[config.mk]
export PLATFORM = sky130hd
export DESIGN_NAME = mem_stage_lsu
export DESIGN_NICKNAME = d
export VERILOG_FILES = /design/src/rtl/mem_stage_lsu.sv
export SDC_FILE = /design/constraint.sdc
export NUM_CORES = 1
export LEC_CHECK = 0
export ABC_AREA = 1
export CAP_MARGIN = 0
export CORE_AREA = 2 2 124 126
export CTS_BUF_LIST = sky130_fd_sc_hd__clkbuf_16
export DETAILED_ROUTE_END_ITERATION = 10
export DIE_AREA = 0 0 126 128
export GPL_TIMING_DRIVEN = 0
export PLACE_DENSITY = 0.89
export SETUP_SLACK_MARGIN = 0.15
export SYNTH_ARGS = -nofsm -noshare
export SYNTH_HDL_FRONTEND = slang
export SYNTH_SLANG_ARGS = --single-unit
[constraint.sdc]
create_clock -name clk -period 3.81 [get_ports clk]
set_input_delay 0.381 -clock clk [delete_from_list [all_inputs] [get_ports clk]]
set_output_delay 0.381 -clock clk [all_outputs]
set_load 0.005 [all_outputs]
[src/rtl/mem_stage_lsu.sv]
// mem_stage_lsu: MEM-stage load/store unit driving a single-outstanding data bus.
// Optional misaligned-access trap is enabled by defining LSU_ALIGN_CHECK_EN.
module mem_stage_lsu (
    input  logic        clk,
    input  logic        rst_n,
    input  logic        ex_valid_i,
    input  logic        ex_mem_re_i,
    input  logic        ex_mem_we_i,
    input  logic [2:0]  ex_funct3_i,
    input  logic [31:0] ex_addr_i,
    input  logic [31:0] ex_wdata_i,
    input  logic        ex_reg_we_i,
    input  logic [31:0] ex_wD_i,
    input  logic [4:0]  ex_wR_i,
    input  logic [31:0] ex_pc4_i_debug,
    output logic        dbus_req_o,
    output logic        dbus_we_o,
    output logic [31:0] dbus_addr_o,
    output logic [3:0]  dbus_be_o,
    output logic [31:0] dbus_wdata_o,
    input  logic        dbus_ack_i,
    input  logic [31:0] dbus_rdata_i,
    output logic        mem_reg_we_o,
    output logic [31:0] mem_wD_o,
    output logic [4:0]  mem_wR_o,
    output logic [31:0] mem_pc4_o_debug,
    output logic        mem_stall_o,
    output logic        mem_misalign_o
);

    typedef enum logic [1:0] {IDLE, REQ, DONE} state_t;

    state_t      state_q, state_d;
    logic [2:0]  funct3_q;
    logic [1:0]  addr_lo_q;
    logic [31:0] load_q;

    logic        live_op;
    logic        misaligned;
    logic        issue_op;
    logic        is_byte;
    logic        is_half;
    logic [3:0]  be_d;
    logic [31:0] wdata_d;

    // Undefined funct3 encodings fall out of these decodes as word accesses.
    assign is_byte = (ex_funct3_i[1:0] == 2'b00);
    assign is_half = (ex_funct3_i[1:0] == 2'b01);
    assign live_op = ex_valid_i & (ex_mem_re_i | ex_mem_we_i) & ~ex_pc4_i_debug[31];

`ifdef LSU_ALIGN_CHECK_EN
    logic misalign_q;

    assign misaligned = live_op & ((is_half & ex_addr_i[0]) |
                                   (~is_byte & ~is_half & (ex_addr_i[1:0] != 2'b00)));

    always_ff @(posedge clk or negedge rst_n) begin
        if (!rst_n) begin
            misalign_q <= 1'b0;
        end else begin
            misalign_q <= (state_q == IDLE) & misaligned;
        end
    end

    assign mem_misalign_o = misalign_q;
`else
    assign misaligned     = 1'b0;
    assign mem_misalign_o = 1'b0;
`endif

    assign issue_op = live_op & ~misaligned;

    function automatic logic [31:0] extract_load(input logic [31:0] word,
                                                 input logic [2:0]  f3,
                                                 input logic [1:0]  lo);
        logic [31:0] shifted;
        logic [7:0]  b;
        logic [15:0] h;
        shifted = word >> {lo, 3'b000};
        b       = shifted[7:0];
        h       = lo[1] ? word[31:16] : word[15:0];
        case (f3)
            3'b000:  return {{24{b[7]}}, b};
            3'b100:  return {24'h000000, b};
            3'b001:  return {{16{h[15]}}, h};
            3'b101:  return {16'h0000, h};
            default: return word;
        endcase
    endfunction

    always_comb begin
        be_d    = 4'b1111;
        wdata_d = ex_wdata_i;
        if (is_byte) begin
            be_d    = 4'b0001 << ex_addr_i[1:0];
            wdata_d = {4{ex_wdata_i[7:0]}};
        end else if (is_half) begin
            be_d    = ex_addr_i[1] ? 4'b1100 : 4'b0011;
            wdata_d = {2{ex_wdata_i[15:0]}};
        end
    end

    always_ff @(posedge clk or negedge rst_n) begin
        if (!rst_n) begin
            state_q <= IDLE;
        end else begin
            state_q <= state_d;
        end
    end

    always_comb begin
        state_d = state_q;
        case (state_q)
            IDLE:    if (issue_op) state_d = REQ;
            REQ:     if (dbus_ack_i) state_d = DONE;
            DONE:    state_d = IDLE;
            default: state_d = IDLE;
        endcase
    end

    // Bus fields are latched on issue so they stay stable for the whole request.
    always_ff @(posedge clk or negedge rst_n) begin
        if (!rst_n) begin
            dbus_req_o   <= 1'b0;
            dbus_we_o    <= 1'b0;
            dbus_addr_o  <= '0;
            dbus_be_o    <= '0;
            dbus_wdata_o <= '0;
            funct3_q     <= '0;
            addr_lo_q    <= '0;
            load_q       <= '0;
        end else begin
            dbus_req_o <= (state_d == REQ);
            if (state_q == IDLE && issue_op) begin
                dbus_we_o    <= ex_mem_we_i;
                dbus_addr_o  <= {ex_addr_i[31:2], 2'b00};
                dbus_be_o    <= be_d;
                dbus_wdata_o <= wdata_d;
                funct3_q     <= ex_funct3_i;
                addr_lo_q    <= ex_addr_i[1:0];
            end
            if (state_q == REQ && dbus_ack_i) begin
                load_q <= extract_load(dbus_rdata_i, funct3_q, addr_lo_q);
            end
        end
    end

    always_comb begin
        mem_wR_o        = ex_wR_i;
        mem_pc4_o_debug = ex_pc4_i_debug;
        mem_stall_o     = issue_op & (state_q != DONE);
        mem_reg_we_o    = ex_valid_i & ex_reg_we_i & ~mem_stall_o & ~misaligned;
        mem_wD_o        = ((state_q == DONE) && ex_mem_re_i) ? load_q : ex_wD_i;
    end

endmodule

**Yosys cells after proc, flatten, opt, wreduce, memory -nomap -nowiden**

Index checks and enable logic that the tools add are counted.

- Equal/unequal tests: 8
- Shift operators: 2
- Muxes and demuxes: 11
- Bitwise gates (word level): 8
- Reductions and logical operators: 6

Operators with widths:

| kind | number |
|---|---|
| case mux 32 bit (4 select lines) | 1 |
| two-way mux 32 bit | 3 |
| >> shifter 32 x 5 -> 8 bit | 1 |
| two-way mux 16 bit | 1 |
| two-way mux 4 bit | 3 |
| == test 2 x 1 -> 1 bit (second input constant) | 3 |
| == test 3 bit (second input constant) | 2 |
| bitwise AND 1 bit | 5 |
| logical NOT 2 bit | 2 |
| two-way mux 2 bit | 2 |
| case mux 2 bit (2 select lines) | 1 |
| left shift 1 x 2 -> 4 bit (first input constant) | 1 |
| == test 3 x 1 -> 1 bit (second input constant) | 1 |
| logical AND 1 bit | 3 |
| logical NOT 3 bit | 1 |
| == test 2 bit (second input constant) | 1 |
| inequality test 2 bit (second input constant) | 1 |
| NOT 1 bit | 2 |
| OR 1 bit | 1 |

- Bits in registers: 107
- Input bits: 175
- Logic and storage cells: 44

**Longest topological paths before layout**

Gate-level depths: netlist of the first run.

- Depth in word-level cells: 6
- Mapped depth: 10
- Mapped depth without buffers: 8

**Worst setup path before layout of the first run**

No wires, ideal clock.

- Kind: register to output
- Start point: register state_q[1]
- End point: output mem_wD_o[10]
- Arrival time: 1111 ps
- Setup slack: 2318 ps
- Cell stages (with the launch flop): 6
- Buffers on the path: 1
- Path through: dfrtp_1 > inv_1 > nor2_1 > nand2_2 > buf_6 > mux2_2

- Cells in the longest elaborated chain, start to end: 3

Ends and longest elaborated chain:

| what | line | RTL |
|---|---|---|
| start: declaration | 33 | `state_t state_q, state_d;` |
| start signal: assignment | 107 | `state_q <= state_d;` |
| == test 2 bit | 153 | `mem_wD_o = ((state_q == DONE) && ex_mem_re_i) ? load_q : ex_wD_i;` |
| logical AND 1 bit | 153 |  |
| two-way mux 32 bit | 153 |  |
| end: declaration | 24 | `output logic [31:0] mem_wD_o,` |

No other way between the ends.

**Worst setup path in the final report of the first run**

- Start point: register state_q[1]
- End point: output mem_wD_o[7]

Same word-level chain as after synthesis.

==> results.cfg, run 1 <==
[worst_setup_path]
cpPeakStageDelay_ns = 0.57
crit_fanout = 10
reg2reg_setup_slack_ns = 2.15
worstPathArrival_ns = 2.32
crit_type = flip-flop to primary output
crit_path_cell_trace = inv_1, nor2_1, nand2_2, clkbuf_1, nand2_1, o21ai_0, clkdlybuf4s50_1
crit_path_top_delay_cell = clkdlybuf4s50_1
cp-end-kind = primary output
worstSetupStartpointType = flip-flop
crit_required_ns = 3.43

[logic_synthesis]
synth.distinct_cells = 28
avgSynthCellArea_sq_um = 7.34
yosysWarnings = 0
synthFlopType = dfrtp_1
synth_most_common_cell = nand2_1
synth_edf_count = 0
yosysTopAreaCellShare = 0.452
ys_ff_latch = 107
synthTopCellsByCount = 366 x nand2_1, 107 x dfrtp_1, 68 x inv_1
ys_seq_area_frac = 0.452
synth_largest_area_cell = dfrtp_1
netlist_instances = 808
syn_area_sq_um = 5930
synthArstFlopShare = 1.00
yosys-top-cells-area = dfrtp_1 45%, nand2_1 23%, buf_4 5.2%

[detailed_routing]
wire_per_inst_microns = 15.4
wl_microns = 19900
drtIter0Drc = 397
via_count = 6249
ant_nets = 0
vias_per_cell = 4.84
drtPass1Iterations = 5
route.detailed.drc = 0

[sta]
setup_viol = 0
fmax_mhz = 371
finalMaxSlewViolations = 0
hold_violations = 0
max_slew_margin = 0.550
period_needed_ns = 2.70
finClkSkew_ns = 0.00677
rsz0062_at_grt = false
period_share = 0.708
tightest_slew_ns = 0.675

[power_and_ir_drop]
p_total_mw = 4.32
p_clk_frac = 0.227
power-per-cell-area_nw_per_um2 = 466
comb_power_share = 0.385
p_leak_nw = 4.66
peakVddDrop_v = 0.000288
netSwitchingFraction = 0.330
seq_power_share = 0.388
p_switching_mw = 1.43
power.internal_mw = 2.90

[run_status]
outcome = finished clean

[clock_tree]
cts_tree = built
cts-resized-gates = 0
cts_max_level = 3
cts_sinks = 107
cts_max_path_buffers = 2
clock_latency_ns = 0.35
ctsHoldBuffers = 0
postCtsSetupBuffers = 0
cts_root_buf = clkbuf_16
clk_pin_slew_ns = 0.08
numCtsBuffers = 9

[cells_and_area]
area_growth_pct = 56.4
final_nets = 1273
fillers = 1273
diodes = 0
final_util = 0.624
layout-drive-gt1-share = 0.102

[global_route]
grt_usage = 0.246
grt_pass1_wl_microns = 31300
grt_pass1_vias = 6294
grt_overflow = 0
antenna_found_initial = 0
grt_max_degree = 59

[floorplan]
start_util = 0.399
placementRows = 45
dieArea_sq_um = 16100
die_w_microns = 126
io_pins = 317
die_h_microns = 128
core_sq_um = 14900

[placed_design]
hpwl_microns = 15400
place.gp.congestion = 0.981
io_buffers = 276

[hold_path]
holdCritPathClass = input port to async pin

[run]
drv_cap = 0
-- worst paths after layout --
check | startpoint | endpoint | depth (start not counted)
max in group asynchronous | rst_n | load_q[6] | 2
hold / removal | rst_n | dbus_wdata_o[3] | 1
hold reg to reg | dbus_wdata_o[8] | dbus_wdata_o[8] | 2
min in group clk | dbus_wdata_o[8] | dbus_wdata_o[8] | 2
setup / recovery | state_q[1] | mem_wD_o[7] | 7
setup reg to reg | state_q[1] | load_q[30] | 7
-- cell type report --
type,instances,area (sq um),area share
Timing Repair Buffer,277,2790,0.301
Sequential cell,107,2680,0.289
Multi-Input combinational cell,551,2420,0.261
Buffer,80,563,0.0607
Inverter,72,275,0.0297
Tap cell,188,235,0.0254
Clock buffer,9,225,0.0243
Clock inverter,7,86.3,0.00931
-- logic make-up (layout without fill, tap and decap cells) --
| group | count (synthesis) | in the layout | share of synthesized area |
|---|---|---|---|
| AND/OR/NAND/NOR | 432 | 432 | 0.294 |
| AO/OA/AOI/OAI | 105 | 105 | 0.0918 |
| flip-flops | 107 | 107 | 0.452 |
| buffers and inverters | 152 | 445 | 0.141 |
| multiplexers | 11 | 11 | 0.0209 |
| other | 1 | 3 | 0.000632 |
-- metrics by stage --
stage | instances | setup TNS, ns | instance area [sq um] | hold WS, ns | worst slack, ns
6_report | 1291 | 0 | 9270 | 0.0493 | 1.11
5_1_grt | 1291 | 0 | 9270 | 0.102 | 0.931
2_1_floorplan | 810 | 0 | 5940 | 0.0854 | 2.32
4_1_cts | 1291 | 0 | 9270 | 0.0729 | 1.06
3_3_place_gp | 1274 | -197.52 | 8930 | 0.461 | -1.85
3_5_place_dp | 1275 | 0 | 8960 | 0.454 | 1.17
-- worst max-delay path, delay by kind of cell, from the launching register on --
family                 cells  cell delay [ns]
buffers and inverters      3             1.04
DFF                        1             0.40
and+or+nand+nor            3             0.35
AOI/OAI and AO/OA          1             0.16
-- layout by cell type (no fill, tap or decap), drive strengths merged --
| cell type | instances |
|---|---|
| clkinv | 5 |
| nor3 | 1 |
| a21oi | 37 |
| conb | 3 |
| nand2 | 373 |
| nand4 | 1 |
| a21boi | 1 |
| clkbuf | 25 |
| dfrtp | 107 |
| o211ai | 5 |
| clkdlybuf4s50 | 275 |
| nor2 | 23 |
| o22ai | 3 |
| inv | 73 |
| nand3 | 32 |
| o21ai | 59 |
| bufinv | 1 |
| mux2 | 11 |
| buf | 66 |
| or2 | 2 |
-- flip-flops by register name, summed over array words and instances (netlist names) --
name / count
dbus_req_o: 1
funct3_q: 3
dbus_we_o: 1
dbus_addr_o: 30
dbus_be_o: 4
addr_lo_q: 2
state_q: 2
load_q: 32
dbus_wdata_o: 32
-- per-layer routing --
| metal | vias to the layer above | part of all wire | routed length [microns] | global-route usage |
|---|---|---|---|---|
| met4 | 0 | 0.033 | 657 | 0.110 |
| met1 | 2849 | 0.37 | 7380 | 0.280 |
| met5 | - | 0 | 0 | 0 |
| met3 | 50 | 0.099 | 1970 | 0.0710 |
| li1 | 3027 | - | - | - |
| met2 | 323 | 0.50 | 9880 | 0.430 |
-- power by group through the flow --
stage          sequential (mW)  combinational (mW)  clock, mW
2_1_floorplan             1.68               0.787          0
4_1_cts                   1.68                1.67      0.995
6_report                  1.68                1.67      0.981
3_5_place_dp              1.69                1.66          0
5_1_grt                   1.72                1.85       1.05
3_3_place_gp              1.68                1.61          0
Power figures use the tool's default switching activity.
==> run 2: changes to the inputs <==
CORE_AREA = not set   (was 2 2 124 126)
CORE_UTILIZATION = 40   (was not set)
DIE_AREA = not set   (was 0 0 126 128)
clock period = 2.7 ns   (was 3.81 ns; I/O delays follow)
==> results.cfg, run 2 (same netlist as run 1, synthesis figures left out) <==
[placed_design]
place.gp.congestion = 0.973
hpwl_microns = 14900
placed_area_sq_um = 8950
io_buffers = 276

[cells_and_area]
layout_commonest_cell = nand2_1
fillers = 1202
layout-drive-gt1-share = 0.102
largest_registers = dbus_wdata_o (32), load_q (32), dbus_addr_o (30)
stdcell_area_sq_um = 9260
final_nets = 1274
diodes = 0
final_cell_mix = 366 x nand2_1, 275 x clkdlybuf4s50_1, 107 x dfrtp_1
area_growth_pct = 56.2

[sta]
fmax_mhz = 419
period_needed_ns = 2.39
setup_viol = 0
period_share = 0.884
hold_violations = 0
finalMaxSlewViolations = 0
max_slew_margin = 0.562
hold_slack_ns = 0.420
rsz0062_at_grt = true
finClkSkew_ns = 0.00679
tightest_slew_ns = 0.657

[worst_setup_path]
crit_type = flip-flop to primary output
worstPathArrival_ns = 2.12
crit_required_ns = 2.43
crit_fanout = 10
worstSetupStartpointType = flip-flop
cp-end-kind = primary output

[power_and_ir_drop]
seq_power_share = 0.392
p_clk_frac = 0.220
power.internal_mw = 4.07
power-per-cell-area_nw_per_um2 = 651
netSwitchingFraction = 0.325
p_switching_mw = 1.96
peakVddDrop_v = 0.000341
comb_power_share = 0.388
p_leak_nw = 4.66

[global_route]
antenna_found_initial = 0
use_met1 = 0.285
grt_overflow = 0
grt_usage = 0.251
grt_max_degree = 59
grtUsageMet3 = 0.0714
use_met2 = 0.431
grt-busiest-layer = met2
grt_pass1_vias = 6031
grt_pass1_wl_microns = 29100

[detailed_routing]
wl_microns = 19100
via_count = 6250
route.detailed.drc = 0
drtPass1Iterations = 7
wire_per_inst_microns = 14.9
vias_per_cell = 4.86
drtIter0Drc = 431
ant_nets = 0

[run]
drv_cap = 0

[clock_tree]
cts_max_path_buffers = 2
numCtsBuffers = 9
clk_pin_slew_ns = 0.07
cts_tree = built
cts_root_buf = clkbuf_16
cts_sinks = 107
clock_latency_ns = 0.35
cts_max_level = 3

[floorplan]
die_h_microns = 124
die_w_microns = 124
placementRows = 44
start_util = 0.410
io_pins = 317
dieArea_sq_um = 15300
core_sq_um = 14500

[hold_path]
holdCritPathClass = input port to flip-flop

[run_status]
outcome = finished clean
## run 2: layout make-up
class	count	area (sq um)	share of cell area
well taps	184	230	0.0249
plain buffers	80	568	0.0613
inverters	72	275	0.0297
multi-input cells	551	2420	0.261
clock inverters	6	65.1	0.00703
flip-flops and latches	107	2680	0.289
repair buffers	278	2800	0.302
clock buffers	9	225	0.0243
## run 2: power groups by stage
stage | combinational (mW) | clock, mW | sequential (mW)
3_3_place_gp | 2.27 | 0 | 2.38
2_1_floorplan | 1.11 | 0 | 2.37
4_1_cts | 2.35 | 1.35 | 2.37
6_report | 2.34 | 1.32 | 2.36
3_5_place_dp | 2.33 | 0 | 2.38
5_1_grt | 2.60 | 1.42 | 2.42
## run 2: timing repair
| item | CTS | global route |
|---|---|---|
| hold buffers | 1 | 0 |
| buffers inserted | 0 | 0 |
| cloned | 0 | 0 |
| endpoints found under the hold margin | 49 | 0 |
| pin swaps | 0 | 0 |
| gates resized for setup | 2 | 4 |
| setup endpoints to repair | 1 | 3 |
## run 2: through the flow
| stage | util | total power, mW | std cells | setup WS (ns) | TNS [ns] |
|---|---|---|---|---|---|
| after CTS | 0.639 | 6.06 | 1287 | 0.244 | 0 |
| after detailed placement | 0.618 | 4.71 | 1271 | 0.294 | 0 |
| after global routing | 0.640 | 6.44 | 1287 | 0.148 | 0 |
| final | 0.640 | 6.03 | 1287 | 0.314 | 0 |
| after global placement | 0.617 | 4.65 | 1270 | -2.76 | -294.12 |
| after floorplan | - | 3.48 | 810 | 1.32 | 0 |
## run 2: path summary, 6_finish.rpt
| check | start | to | slack, ns | cells after the start |
|---|---|---|---|---|
| setup reg to reg | state_q[1] | load_q[28] | 1.05 | 7 |
| setup / recovery | state_q[1] | mem_wD_o[8] | 0.31 | 6 |
| hold reg to reg | load_q[11] | load_q[11] | 0.48 | 2 |
| max in group asynchronous | rst_n | dbus_wdata_o[24] | 1.48 | 3 |
| hold / removal | ex_funct3_i[1] | funct3_q[1] | 0.42 | 3 |
| min in group asynchronous | rst_n | load_q[22] | 0.51 | 2 |
## run 2: metal layers
layer,share of wire,routed length [microns],vias to the layer above
met5,0,0,-
met4,0.038,726,0
met3,0.10,1940,49
met2,0.49,9310,308
met1,0.37,7130,2867
li1,-,-,3026
## run 2: worst max-delay path, cell delays in order (launching register included)
cell and delay (ns):
dfrtp_1 0.40, inv_1 0.12, nor2_1 0.06, nand2_2 0.19, buf_6 0.20, mux2_2 0.34, clkdlybuf4s50_1 0.45
==> run 3: changes to the inputs <==
SLEW_MARGIN = 20   (was not set)
==> results.cfg, run 3 (same netlist as run 1, synthesis figures left out) <==
[worst_setup_path]
reg2reg_setup_slack_ns = 1.05
worstPathArrival_ns = 2.13
worstSetupStartpointType = flip-flop
crit_path_top_delay_cell = clkdlybuf4s50_1
r2r_start = state_q[1]
cpLargestDelayFamily = buffers and inverters
crit_required_ns = 2.43
cp-end-kind = primary output
r2r_cells = 7
crit_type = flip-flop to primary output
cp.buffers_inverters = 2
crit_path_cell_trace = nor2_1, nand2_2, clkbuf_1, o21ai_0, clkdlybuf4s50_1
r2r-end = load_q[28]
cpPeakStageDelay_ns = 0.55
critical_path.startpoint = state_q[0]
crit_fanout = 10

[cells_and_area]
area_growth_pct = 56.2
final_cells = 1287
layout_commonest_cell = nand2_1
fillers = 1216
final_nets = 1274
diodes = 0
largest_registers = dbus_wdata_o (32), load_q (32), dbus_addr_o (30)
layout-drive-gt1-share = 0.102
final_cell_mix = 366 x nand2_1, 275 x clkdlybuf4s50_1, 107 x dfrtp_1
stdcell_area_sq_um = 9260
final_util = 0.640

[placed_design]
dpl.cell_count = 1271
io_buffers = 276
place.gp.congestion = 0.973
hpwl_microns = 14900
pre_cts_slack_ns = 0.293
placed_area_sq_um = 8960

[sta]
setup_viol = 0
finalWorstSetupSlack_ns = 0.301
period_share = 0.889
finClkSkew_ns = 0.00412
rsz0062_at_grt = true
tightest_slew_ns = 0.578
fmax_mhz = 417
finalSetupTns_ns = 0
period_needed_ns = 2.40
hold_violations = 0
finalMaxSlewViolations = 0
max_slew_margin = 0.614

[floorplan]
die_h_microns = 124
start_util = 0.410
dieArea_sq_um = 15300
placementRows = 44
io_pins = 317
core_sq_um = 14500
die_w_microns = 124

[detailed_routing]
drtIter0Drc = 428
drtPass1Iterations = 5
vias_per_cell = 4.87
wire_per_inst_microns = 14.9
via_count = 6274
wl_microns = 19200
route.detailed.drc = 0
ant_nets = 0

[power_and_ir_drop]
seq_power_share = 0.393
power.internal_mw = 4.07
power-per-cell-area_nw_per_um2 = 651
netSwitchingFraction = 0.324
p_leak_nw = 4.66
comb_power_share = 0.388
p_switching_mw = 1.95
p_clk_frac = 0.219
peakVddDrop_v = 0.000341

[run_status]
outcome = finished clean

[global_route]
use_met1 = 0.288
grt_usage = 0.253
grt_pass1_wl_microns = 29200
grt_overflow = 0
use_met2 = 0.430
grt-busiest-layer = met2
grtUsageMet3 = 0.0719
grt_max_degree = 59
antenna_found_initial = 0
grt_pass1_vias = 6038

[hold_path]
hp-start = ex_funct3_i[1]
worstHoldPathCells = 3
hold-path-endpoint = funct3_q[1]
holdCritPathClass = input port to flip-flop

[clock_tree]
cts_root_buf = clkbuf_16
clock_latency_ns = 0.34
cts_tree = built
cts_max_path_buffers = 2
cts_max_level = 3
clk_pin_slew_ns = 0.07
numCtsBuffers = 9
postCtsSetupBuffers = 0
cts_sinks = 107

[run]
drv_cap = 0
run 3: changes by cell type in the layout (fill, tap and decap cells not counted), sizes merged:
cell,delta
clkbuf,-1
buf,+1
run 3: metrics by stage:
step,hold slack [ns],power [mW]
6_report,0.432,6.03
5_1_grt,0.450,6.44
4_1_cts,0.404,6.07
3_5_place_dp,0.241,4.71
3_3_place_gp,0.461,4.65
2_1_floorplan,-0.0256,3.48
run 3: power by group through the flow:
stage          combinational (mW)  clock [mW]  sequential (mW)
4_1_cts                      2.35        1.36             2.37
6_report                     2.34        1.32             2.37
3_5_place_dp                 2.33           0             2.38
2_1_floorplan                1.11           0             2.37
5_1_grt                      2.60        1.42             2.42
3_3_place_gp                 2.27           0             2.38
run 3: timing repair:
action,4_1_cts,5_1_grt
resized for setup,2,1
hold endpoints to repair,49,0
setup endpoints to repair,1,2
cloned,0,0
hold buffers,1,0
run 3: layer usage:
| metal | part of all wire | wire, microns | up-vias |
|---|---|---|---|
| li1 | - | - | 3032 |
| met1 | 0.37 | 7130 | 2863 |
| met5 | 0 | 0 | - |
| met3 | 0.11 | 2020 | 46 |
| met2 | 0.49 | 9360 | 333 |
| met4 | 0.036 | 683 | 0 |
run 3: area by class of cell:
class / count / area [sq um] / share of cell area
flip-flops and latches: 107 / 2680 / 0.289
multi-input cells: 551 / 2420 / 0.261
clock buffers: 9 / 225 / 0.0243
clock inverters: 6 / 65.1 / 0.00703
repair buffers: 278 / 2800 / 0.303
well taps: 184 / 230 / 0.0249
inverters: 72 / 275 / 0.0297
plain buffers: 80 / 564 / 0.0609
run 3: worst min-delay path, delay by kind of cell:
kind	cells	cell delay, ns
compound gates	1	0.10
buf+inv	2	0.37
run 3: how the worst max path moves through the flow:
stage | cells past startpoint | end
6_report | 5 | mem_wD_o[26]
5_1_grt | 6 | mem_wD_o[29]
4_1_cts | 7 | mem_wD_o[5]
3_5_place_dp | 6 | mem_wD_o[5]
3_3_place_gp | 1 | dbus_wdata_o[11]
2_1_floorplan | 5 | mem_wD_o[10]
